===== config.mk =====
export PLATFORM = sky130hd
export DESIGN_NAME = conv_sequencer
export DESIGN_NICKNAME = d
export VERILOG_FILES = /design/src/rtl/conv_sequencer.sv
export SDC_FILE = /design/constraint.sdc
export NUM_CORES = 1
export LEC_CHECK = 0
export BUFFER_PORTS_ARGS = -buffer_cell sky130_fd_sc_hd__buf_2
export CAP_MARGIN = 0
export CORE_AREA = 2 2 498 500
export CTS_CLUSTER_SIZE = 40
export DETAILED_ROUTE_END_ITERATION = 6
export DIE_AREA = 0 0 500 502
export GPL_ROUTABILITY_DRIVEN = 0
export GPL_TIMING_DRIVEN = 0
export HOLD_SLACK_MARGIN = 0.15
export PLACE_DENSITY = 0.34
export SLEW_MARGIN = 20
export SYNTH_ARGS = -nofsm -noshare
export SYNTH_HDL_FRONTEND = slang
export SYNTH_SLANG_ARGS = --single-unit

===== constraint.sdc =====
create_clock -name Clk -period 4.6 [get_ports Clk]
set_input_delay 0.69 -clock Clk [delete_from_list [all_inputs] [get_ports Clk]]
set_output_delay 0.69 -clock Clk [all_outputs]
set_load 0.02 [all_outputs]

===== src/rtl/conv_sequencer.sv =====
// conv_sequencer: walks a KERNEL_SIZE^2-lane multiply-accumulate accelerator through a job of
// operand windows. Defining CONV_SEQ_TIMEOUT_EN adds a watchdog that aborts a stuck WAIT.
module conv_sequencer #(
   parameter int unsigned KERNEL_SIZE    = 3,
   parameter int unsigned ADDR_WIDTH     = $clog2(KERNEL_SIZE**4),
   parameter int unsigned TIMEOUT_CYCLES = 1024
) (
   input  logic                                  Clk,
   input  logic                                  Rst_n,
   // Job command
   input  logic                                  cmd_valid,
   output logic                                  cmd_ready,
   input  logic [15:0]                           cmd_num_windows,
   input  logic [ADDR_WIDTH-1:0]                 cmd_addr,
   input  logic                                  cmd_direct,
   // Operand windows
   input  logic                                  win_valid,
   output logic                                  win_ready,
   input  logic [KERNEL_SIZE*KERNEL_SIZE*32-1:0] win_multiplier,
   input  logic [KERNEL_SIZE*KERNEL_SIZE*32-1:0] win_multiplicand,
   // Accelerator side
   output logic [KERNEL_SIZE*KERNEL_SIZE*32-1:0] acc_multiplier,
   output logic [KERNEL_SIZE*KERNEL_SIZE*32-1:0] acc_multiplicand,
   output logic [ADDR_WIDTH-1:0]                 acc_AddressSelect,
   output logic [KERNEL_SIZE*KERNEL_SIZE-1:0]    acc_mStart,
   output logic                                  acc_direct,
   input  logic [31:0]                           acc_finalAccumulate,
   input  logic                                  acc_finalReady,
   // Results and status
   output logic                                  res_valid,
   input  logic                                  res_ready,
   output logic [31:0]                           res_data,
   output logic                                  busy,
   output logic                                  done,
   output logic                                  error
);

   typedef enum logic [2:0] {
      StIdle,
      StLoad,
      StStart,
      StWait,
      StOut
   } state_t;

   state_t      state;
   logic [15:0] num_windows;
   logic [15:0] win_count;

`ifdef CONV_SEQ_TIMEOUT_EN
   localparam int unsigned WdWidth = $clog2(TIMEOUT_CYCLES + 1);
   logic [WdWidth-1:0] wd_count;
   logic               error_q;
   assign error = error_q;
`else
   logic unused_timeout;
   assign unused_timeout = ^TIMEOUT_CYCLES;
   assign error          = 1'b0;
`endif

   always_ff @(posedge Clk or negedge Rst_n) begin
      if (!Rst_n) begin
         state             <= StIdle;
         num_windows       <= '0;
         win_count         <= '0;
         cmd_ready         <= 1'b0;
         win_ready         <= 1'b0;
         acc_multiplier    <= '0;
         acc_multiplicand  <= '0;
         acc_AddressSelect <= '0;
         acc_mStart        <= '0;
         acc_direct        <= 1'b0;
         res_valid         <= 1'b0;
         res_data          <= '0;
         busy              <= 1'b0;
         done              <= 1'b0;
`ifdef CONV_SEQ_TIMEOUT_EN
         wd_count          <= '0;
         error_q           <= 1'b0;
`endif
      end else begin
         done       <= 1'b0;
         acc_mStart <= '0;
         unique case (state)
            StIdle: begin
               cmd_ready <= 1'b1;
               if (cmd_valid && cmd_ready) begin
                  num_windows       <= cmd_num_windows;
                  acc_AddressSelect <= cmd_addr;
                  acc_direct        <= cmd_direct;
                  win_count         <= '0;
                  if (cmd_num_windows != 16'd0) begin
                     cmd_ready <= 1'b0;
                     win_ready <= 1'b1;
                     busy      <= 1'b1;
                     state     <= StLoad;
                  end else begin
                     // Empty job: completes immediately without leaving IDLE
                     done <= 1'b1;
                  end
               end
            end
            StLoad: begin
               if (win_valid) begin
                  acc_multiplier   <= win_multiplier;
                  acc_multiplicand <= win_multiplicand;
                  acc_mStart       <= '1;
                  win_ready        <= 1'b0;
                  state            <= StStart;
               end
            end
            StStart: begin
`ifdef CONV_SEQ_TIMEOUT_EN
               wd_count <= '0;
`endif
               state <= StWait;
            end
            StWait: begin
               if (acc_finalReady) begin
                  res_data  <= acc_finalAccumulate;
                  res_valid <= 1'b1;
                  state     <= StOut;
               end
`ifdef CONV_SEQ_TIMEOUT_EN
               else if (wd_count == WdWidth'(TIMEOUT_CYCLES - 1)) begin
                  // Accelerator never answered: abort the job, no result is produced
                  error_q   <= 1'b1;
                  done      <= 1'b1;
                  busy      <= 1'b0;
                  cmd_ready <= 1'b1;
                  state     <= StIdle;
               end else begin
                  wd_count <= wd_count + 1'b1;
               end
`endif
            end
            StOut: begin
               if (res_ready) begin
                  res_valid <= 1'b0;
                  win_count <= win_count + 16'd1;
                  if (win_count + 16'd1 == num_windows) begin
                     done      <= 1'b1;
                     busy      <= 1'b0;
                     cmd_ready <= 1'b1;
                     state     <= StIdle;
                  end else begin
                     win_ready <= 1'b1;
                     state     <= StLoad;
                  end
               end
            end
            default: state <= StIdle;
         endcase
      end
   end

endmodule


# Word level (Yosys, flattened, before mapping)
# Cells that the tools add are included.
word_totals:
  regBits: 665
  input_bits: 638
  output_inout_bits: 631
  word_cells: 75
classes:
  n_addsub: 1
  eq_ne: 12
  muxes: 33
  reduce_logical: 15
op_table:
  columns: ["operator", "count"]
  rows:
  - ["$mux 16", 2]
  - ["$pmux 16 s2", 1]
  - ["$mux 9", 2]
  - ["$mux 1", 17]
  - ["$add 16x1->16 const B", 1]
  - ["$eq 16x16->1", 1]
  - ["$reduce_bool 16->1", 1]
  - ["$mux 3", 5]
  - ["$pmux 3 s5", 1]
  - ["$ne 2x2->1 const B", 7]
  - ["$reduce_and 5->1", 2]
  - ["$reduce_and 3->1", 3]
  - ["$pmux 1 s2", 4]
  - ["$eq 3x2->1 const B", 2]
  - ["$reduce_and 2->1", 3]
  - ["$reduce_and 6->1", 1]
  - ["$reduce_bool 2->1", 2]
  - ["$eq 3x1->1 const B", 1]
  - ["$eq 3x3->1 const B", 1]
  - ["$logic_not 3->1", 1]
  - ["$pmux 1 s3", 1]
  - ["$reduce_bool 3->1", 1]
  - ["$logic_and 1x1->1", 1]

# Depth between registers and ports, before layout
# Gate-level depths: netlist (run 1).
logic_depth:
  ltp_word: 5
  depth_mapped: 9

# Worst setup path after synthesis (run 1)
# Ideal clock, no wire load.
synth_timing:
  path_type: "register -> register"
  startpoint: "reg win_count[0]"
  endpoint: "reg cmd_ready"
  setup_time_ns: 0.067
  arrival_time_ns: 2.262
  path_slack_ns: 2.272
  stages_incl_launch_ff: 10
  path_cell_list: "dfrtp_1 ha_1 buf_4 and3_4 mux2_2 o221ai_1 nor4_2 o2111ai_1 nor4_2 a41o_1"
synth_between:
  elab_chain_len: 4
synth_rtl:
  columns: ["element", "line_no", "text"]
  rows:
  - ["from (decl)", "48", "logic [15:0] win_count;"]
  - ["from (signal assigned)", "140", "win_count <= win_count + 16'd1;"]
  - ["$add 16x1->16", "141", "if (win_count + 16'd1 == num_windows) begin"]
  - ["$eq 16x16->1", "141", null]
  - ["$ne 2x2->1 (no source line)", null, null]
  - ["$reduce_and 3->1 (no source line)", null, null]
  - ["to (signal assigned)", "86", "cmd_ready <= 1'b1;"]
  - ["to (signal assigned)", "93", "cmd_ready <= 1'b0;"]
  - ["to (signal assigned)", "144", "cmd_ready <= 1'b1;"]
  - ["to (decl)", "12", "output logic cmd_ready,"]
# No other way between the ends.
# A chain may end at the register's enable or synchronous reset.

# Final worst setup path (run 1)
layout_timing:
  startpoint: "reg state[0]"
  endpoint: "reg acc_multiplicand[228]"
layout_between:
  elab_chain_len: 2
layout_rtl:
  columns: ["element", "line_no", "text"]
  rows:
  - ["from (decl)", "46", "state_t state;"]
  - ["from (signal assigned)", "63", "state <= StIdle;"]
  - ["from (signal assigned)", "96", "state <= StLoad;"]
  - ["from (signal assigned)", "109", "state <= StStart;"]
  - ["$eq 3x1->1", "84", "unique case (state)"]
  - ["$reduce_and 2->1 (no source line)", null, null]
  - ["to (signal assigned)", "106", "acc_multiplicand <= win_multiplicand;"]
  - ["to (decl)", "23", "output logic [KERNEL_SIZE*KERNEL_SIZE*32-1:0] acc_multiplicand,"]
# No other way between the ends.

==> metrics.yaml, run 1 <==
outcome:
  outcome: "finished, final reports clean"
grt:
  antenna_found_initial: 120
  grt_pass1_wl_mm: 217
  grtUsageTotal: 0.128
  grt_pass1_vias: 22900
  grt_max_degree: 86
  gr-total-overflow: 0
clock_tree:
  h-tree-depth: 3
  clkTransAtPathRegs_ns: 0.06
  numCtsBuffers: 90
  clk_latency_ns: 0.74
  cts_num_sinks: 657
  cts_root_buf: "clkbuf_16"
  cts_tree: "built"
  clk_path_buf_depth: 3
  cts_resized: 0
synth:
  synthFlopType: "dfrtp_1"
  synth_seq_cells: 657
  netlist_area_um2: 25100
  postSynthAreaPerCell_um2: 16.2
  synth_cells: 1552
  syn-num-nets: 2191
  ys_types: 51
  synth.largest_area_cell: "dfrtp_1"
  yosys_warnings: 0
  synth_area_leaders: "dfrtp_1 65%, mux2_2 28%, buf_2 1.1%, o21ai_0 0.48%, xnor2_1 0.45%"
  synth_enable_flop_cells: 0
  synth_top_area_frac: 0.654
  async_flop_share: 1.00
  ys_seq_area_frac: 0.654
pwr:
  p_per_area_nw_per_um2: 739
  p_comb_frac: 0.448
  power.switching_w: 0.0138
  peakVddDrop_uv: 355
  p_int_w: 0.0186
  clkPwrFrac: 0.228
  power.leakage_nw: 19.7
  pwr-share-seq: 0.324
  switching_share: 0.427
layout:
  fin_util: 0.179
  drive_gt1_frac: 0.611
  syn_to_final_growth_pct: 74.7
  layout_common_cells: "1322 x buf_2, 657 x dfrtp_1, 634 x mux2_2"
  nNetsFinal: 4054
  fin_cells: 6758
  final_common_cell: "buf_2"
drt:
  dr_total_vias: 21400
  wl_met3_mm: 16.9
  viasPerCell: 3.17
  wire_per_inst_um: 24.7
  wirelength_mm: 167
  wl_met2_mm: 74.2
  top_layer_used: "met5"
  drc: 0
  first_iter_violations: 896
  final_antenna_net_count: 0
  met1Wirelength_mm: 71.3
  first_pass_iters: 5
die:
  die_h_um: 502
  die_w_um: 500
  core_um2: 245000
  dieArea_um2: 251000
  rows: 182
  ios: 1269
  initial_utilization: 0.103
timing:
  relSlewSlack: 0.379
  fin_skew_ns: 0.0397
  period_minus_slack_ns: 3.44
  final.period_utilization: 0.748
  tightest_slew_ns: 0.929
  drv_slew: 0
  hold_viol: 0
  final.setup.tns_ns: 0
  clock.fmax_mhz: 291
  rsz0062_at_grt: "false"
  finalSetupViolCount: 0
critical_path:
  worstSetupStartpoint: "state[0]$_DFFE_PN0P_"
  cp_cell_sequence: "clkbuf_1 -> nor4bb_1 -> clkbuf_2 -> buf_12 -> clkbuf_1 -> buf_2 -> mux2_2"
  crit_path_start_kind: "flop"
  arrival_ns: 4.02
  ff2ff_setup_slack_ns: 1.16
  cpPeakStageDelay_ns: 0.66
  cp-end-kind: "flop"
  cp.required_ns: 5.18
  cp_max_fo: 10
  cp_slowest_cell: "clkbuf_1"
  worstReg2RegStart: "state[0]$_DFFE_PN0P_"
  critical_path_class: "flop to flop"
  crit_path_frequent_cell: "clkbuf_1"
min_path:
  hp-start: "win_multiplicand[232]"
  hp-class: "primary input to flop"
job:
  max-cap-violations: 0
placed_design:
  place_hpwl_mm: 143
  io_buffers: 1267
  dp_cells: 6048
[layout make-up]
cell class	count	area, µm²
clock buffer	136	2650
inverter	4	15.0
buffer	93	479
multi-input combinational	798	8220
tap	3220	4030
timing repair buffer	1771	11500
fill	27100	201000
sequential	657	16400
clock inverter	26	417
antenna	53	133
[power groups by stage]
| stage | logic (W) | registers (W) | clock network, W |
|---|---|---|---|
| after detailed placement | 0.0146 | 0.0106 | 0 |
| after CTS | 0.0150 | 0.0105 | 0.00776 |
| after global placement | 0.0145 | 0.0105 | 0 |
| final | 0.0145 | 0.0105 | 0.00740 |
| after global routing | 0.0155 | 0.0109 | 0.00795 |
| after floorplan | 0.00425 | 0.0137 | 0 |
[per-stage QoR]
step	hold WS [ns]	worst slack, ns	area, µm²	total power [W]
2_1_floorplan	0.394	2.27	25100	0.0179
3_3_place_gp	0.467	-13.44	35500	0.0251
3_5_place_dp	0.467	0.940	35800	0.0252
4_1_cts	0.151	1.03	43800	0.0333
5_1_grt	0.164	0.924	43800	0.0343
6_report	0.240	1.16	43900	0.0325
[logic make-up (layout without fill, tap and decap cells)]
family	count (synthesis)	after routing	synth area share
AOI/OAI and AO/OA	59	59	0.0146
xor gates and xnor gates	20	20	0.00811
buffers and inverters	97	2030	0.0195
and+or+nand+nor	83	83	0.0194
other	1	54	0.000149
DFF	657	657	0.654
muxes	634	634	0.284
adders and majority gates	1	1	0.000497
[registers in the layout, indices dropped and copies added, names as in the netlist]
signal and flops:
res_valid 1, res_data 32, acc_AddressSelect 7, win_ready 1, busy 1, acc_direct 1, cmd_ready 1, acc_mStart 1
done 1, num_windows 16, acc_multiplicand 288, acc_multiplier 288, state 3, win_count 16
[synthesized netlist by cell type, types with 2 or more instances]
cell type / n
a211o_1: 2
a21o_1: 2
a21oi_1: 11
a31oi_1: 3
and3_1: 5
and3_2: 2
and4_1: 3
buf_1: 3
buf_2: 56
buf_4: 11
buf_6: 2
clkbuf_1: 21
dfrtp_1: 657
inv_1: 4
mux2_2: 634
nand2_1: 16
nand3_1: 11
nand4_1: 5
nor2_1: 17
nor2b_1: 2
nor3_1: 5
nor4_1: 4
nor4_2: 2
o2111ai_1: 2
o21a_1: 3
o21ai_0: 24
o31ai_1: 4
o41ai_1: 2
xnor2_1: 13
xor2_1: 5
[critical path: cells and delay by family (launching register included)]
kind	cells	cell delay (ns)
simple gates	1	0.46
mux	1	0.38
flops	1	0.32
buf+inv	5	2.08
[worst paths after layout]
path / to / cells past startpoint
max in group asynchronous: acc_multiplicand[87]$_DFFE_PN0P_ / 5
worst min-delay path: acc_multiplicand[232]$_DFFE_PN0P_ / 2
worst max-delay path: acc_multiplicand[228]$_DFFE_PN0P_ / 7
min in group asynchronous: acc_multiplier[186]$_DFFE_PN0P_ / 2
worst min register to register: res_valid$_DFFE_PN0P_ / 2
worst max register to register: acc_multiplicand[228]$_DFFE_PN0P_ / 7
[repair_timing]
item,in CTS,in global routing
buffers inserted,0,0
hold buffers,495,0
hold endpoints to repair,550,0
[per-layer routing]
metal  vias up  GRT usage
met4        50     0.0342
met5         -          0
met1     10800      0.161
li1       9357          -
met3       213     0.0567
met2      1059      0.199
(Power assumes the default switching activity.)
==> inputs of run 2 (changes only) <==
- ABC_AREA: default -> 1
- CORE_AREA: 2 2 498 500 -> 2 2 501 503
- DIE_AREA: 0 0 500 502 -> 0 0 503 505
- clock period: 4.6 -> 3.4 ns (I/O delays scaled with it)
==> run 2 against run 1 <==
Compared with the run above: sequential power rose by 30%; wire length rose by 13%; final area rose by 4.0%; largest power group unchanged; sequential share of layout area fell by 1.4 points; highest routed layer unchanged; register-to-register slack got worse by 0.64 ns; critical endpoint is now acc_multiplier[203]$_DFFE_PN0P_; via count rose by 30%; clock skew fell by 0.014 ns; die area rose by 1.2%; critical path type unchanged; hold slack got worse by 0.0024 ns; utilization rose by 0.50 points; clock-buffer cell count fell by 11; synthesized cell count rose by 86%.
==> metrics.yaml, run 2 <==
synth:
  ys_seq_area_frac: 0.645
  synth_compound_area_frac: 0.00737
  synth_simple_gate_area_frac: 0.299
  netlist_area_um2: 25500
  synth-adder-area-share: 0.000491
  yosysMostFrequentCell: "nand2_1"
  yosys_warnings: 0
  synth_area_leaders: "dfrtp_1 65%, nand2_1 28%, mux2_2 1.4%, buf_2 1.2%, clkbuf_1 1.1%"
  synth.area.mux_share: 0.0141
  synth_seq_cells: 657
  ys_types: 30
  synth_enable_flop_cells: 0
  yosys-top-cells-count: "1874 x nand2_1, 657 x dfrtp_1, 74 x clkbuf_1"
  syn-num-nets: 3532
  synthFlopType: "dfrtp_1"
  synth.largest_area_cell: "dfrtp_1"
  synth_top_area_frac: 0.645
  async_flop_share: 1.00
  synth-xor-area-share: 0.000344
  postSynthAreaPerCell_um2: 8.80
  synth_cells: 2893
  synth_top_family_by_area: "simple AND/OR/NAND/NOR gates"
critical_path:
  worstSetupStartpoint: "state[2]$_DFFE_PN0P_"
  cp.required_ns: 4.05
  critical_path.top_delay_family: "buffers and inverters"
  cpPeakStageDelay_ns: 0.43
  worstReg2RegStart: "state[2]$_DFFE_PN0P_"
  cp_slowest_cell: "dfrtp_1"
  crit_buf_inv: 4
  cp_max_fo: 11
  arrival_ns: 3.53
  cp_cell_sequence: "nor2_1 -> nand3_1 -> buf_4 -> inv_4 -> buf_2 -> buf_2 -> nand2_1 -> nand2_1"
  ff2ff_setup_slack_ns: 0.52
  critical_path_class: "flop to flop"
  cp-end-kind: "flop"
  crit_path_start_kind: "flop"
die:
  die_w_um: 503
  ios: 1269
  core_um2: 248000
  initial_utilization: 0.103
  rows: 183
  dieArea_um2: 254000
  die_h_um: 505
drt:
  drc: 0
  wire_per_inst_um: 22.6
  wirelength_mm: 189
  dr_total_vias: 27800
  viasPerCell: 3.33
  first_iter_violations: 1679
  first_pass_iters: 5
  final_antenna_net_count: 0
timing:
  fin_skew_ns: 0.0253
  finalSetupViolCount: 0
  final.period_utilization: 0.847
  relSlewSlack: 0.372
  final.setup.tns_ns: 0
  drv_slew: 0
  tightest_slew_ns: 0.942
  clock.fmax_mhz: 347
  rsz0062_at_grt: "false"
  period_minus_slack_ns: 2.88
  hold_viol: 0
layout:
  fillers: 28300
  layout_common_cells: "1874 x nand2_1, 1325 x buf_2, 657 x dfrtp_1"
  multi_input_area_um2: 8190
  final_common_cell: "nand2_1"
  final-seq-area_um2: 16400
  nNetsFinal: 5523
  fin_cells: 8349
  largestRegisters: "acc_multiplicand (288), acc_multiplier (288), res_data (32)"
  syn_to_final_growth_pct: 79.4
  drive_gt1_frac: 0.313
clock_tree:
  cts_num_sinks: 657
  h-tree-depth: 3
  cts_root_buf: "clkbuf_16"
  cts_tree: "built"
  numCtsBuffers: 90
  clk_path_buf_depth: 3
  clk_latency_ns: 0.72
  clkTransAtPathRegs_ns: 0.06
pwr:
  p_per_area_nw_per_um2: 923
  peakVddDrop_uv: 492
  power.leakage_nw: 24.0
grt:
  antenna_found_initial: 135
  grtUsageTotal: 0.143
  grt_max_degree: 86
  grt_pass1_wl_mm: 250
  gr-total-overflow: 0
  grt_pass1_vias: 28600
job:
  max-cap-violations: 0
min_path:
  hp-class: "primary input to flop"
  hp-start: "win_multiplicand[237]"
outcome:
  outcome: "finished, final reports clean"
placed_design:
  dp_cells: 7499
  io_buffers: 1267
  place_hpwl_mm: 158
[run 2: stage by stage]
stage	util	area (µm²)	total power [W]	hold slack [ns]	worst slack [ns]
floorplan	-	25500	0.0227	0.214	1.61
global placement	0.145	36000	0.0320	0.456	-14.39
detailed placement	0.146	36200	0.0320	0.440	-0.312
CTS	0.183	45500	0.0432	0.153	0.279
global route	0.184	45600	0.0449	0.167	0.263
finish	0.184	45700	0.0422	0.238	0.519
[run 2: path summary, 6_finish.rpt]
path	to	cells after the start
worst min-delay path	acc_multiplicand[237]$_DFFE_PN0P_	3
min in group asynchronous	acc_multiplier[196]$_DFFE_PN0P_	2
worst max-delay path	acc_multiplier[203]$_DFFE_PN0P_	8
worst max register to register	acc_multiplier[203]$_DFFE_PN0P_	8
max in group asynchronous	acc_multiplier[20]$_DFFE_PN0P_	6
worst min register to register	acc_multiplier[199]$_DFFE_PN0P_	2
[run 2: final cells by class]
class,instances,area share
timing repair buffer,1899,0.281
inverter,49,0.00408
clock buffer,125,0.0570
multi-input combinational,2041,0.179
buffer,146,0.0146
tap,3330,0.0912
sequential,657,0.360
clock inverter,32,0.00926
antenna,70,0.00383
[run 2: cells by family (layout without fill, tap and decap cells)]
| group | Yosys count | after routing |
|---|---|---|
| adders and majority gates | 1 | 1 |
| other | 1 | 71 |
| buffers and inverters | 195 | 2251 |
| xor gates and xnor gates | 1 | 1 |
| DFF | 657 | 657 |
| AOI/OAI and AO/OA | 34 | 34 |
| muxes | 32 | 32 |
| and+or+nand+nor | 1972 | 1972 |
[run 2: worst register-to-register path, cell delays in order (launching register included)]
cell and delay, ns:
dfrtp_1 0.43, nor2_1 0.21, nand3_1 0.11, buf_4 0.31, inv_4 0.37, buf_2 0.47, buf_2 0.42, nand2_1 0.34
nand2_1 0.14
[run 2: power breakdown]
part | internal [W] | switching (W)
clock network | 0.00581 | 0.00414
registers | 0.0114 | 0.00224
logic | 0.00545 | 0.0131
[run 2: per-layer routing]
layer	global-route usage	routed length, µm	vias up
li1	-	-	12900
met5	0	487	-
met3	0.0520	18800	276
met4	0.0426	5410	74
met1	0.182	79800	13400
met2	0.226	84100	1244
[run 2: what timing repair did]
action	in CTS	in global routing
resized for setup	4	0
hold buffers	623	0
setup buffers	0	0
endpoints found under the setup margin	154	0
hold endpoints to repair	837	0
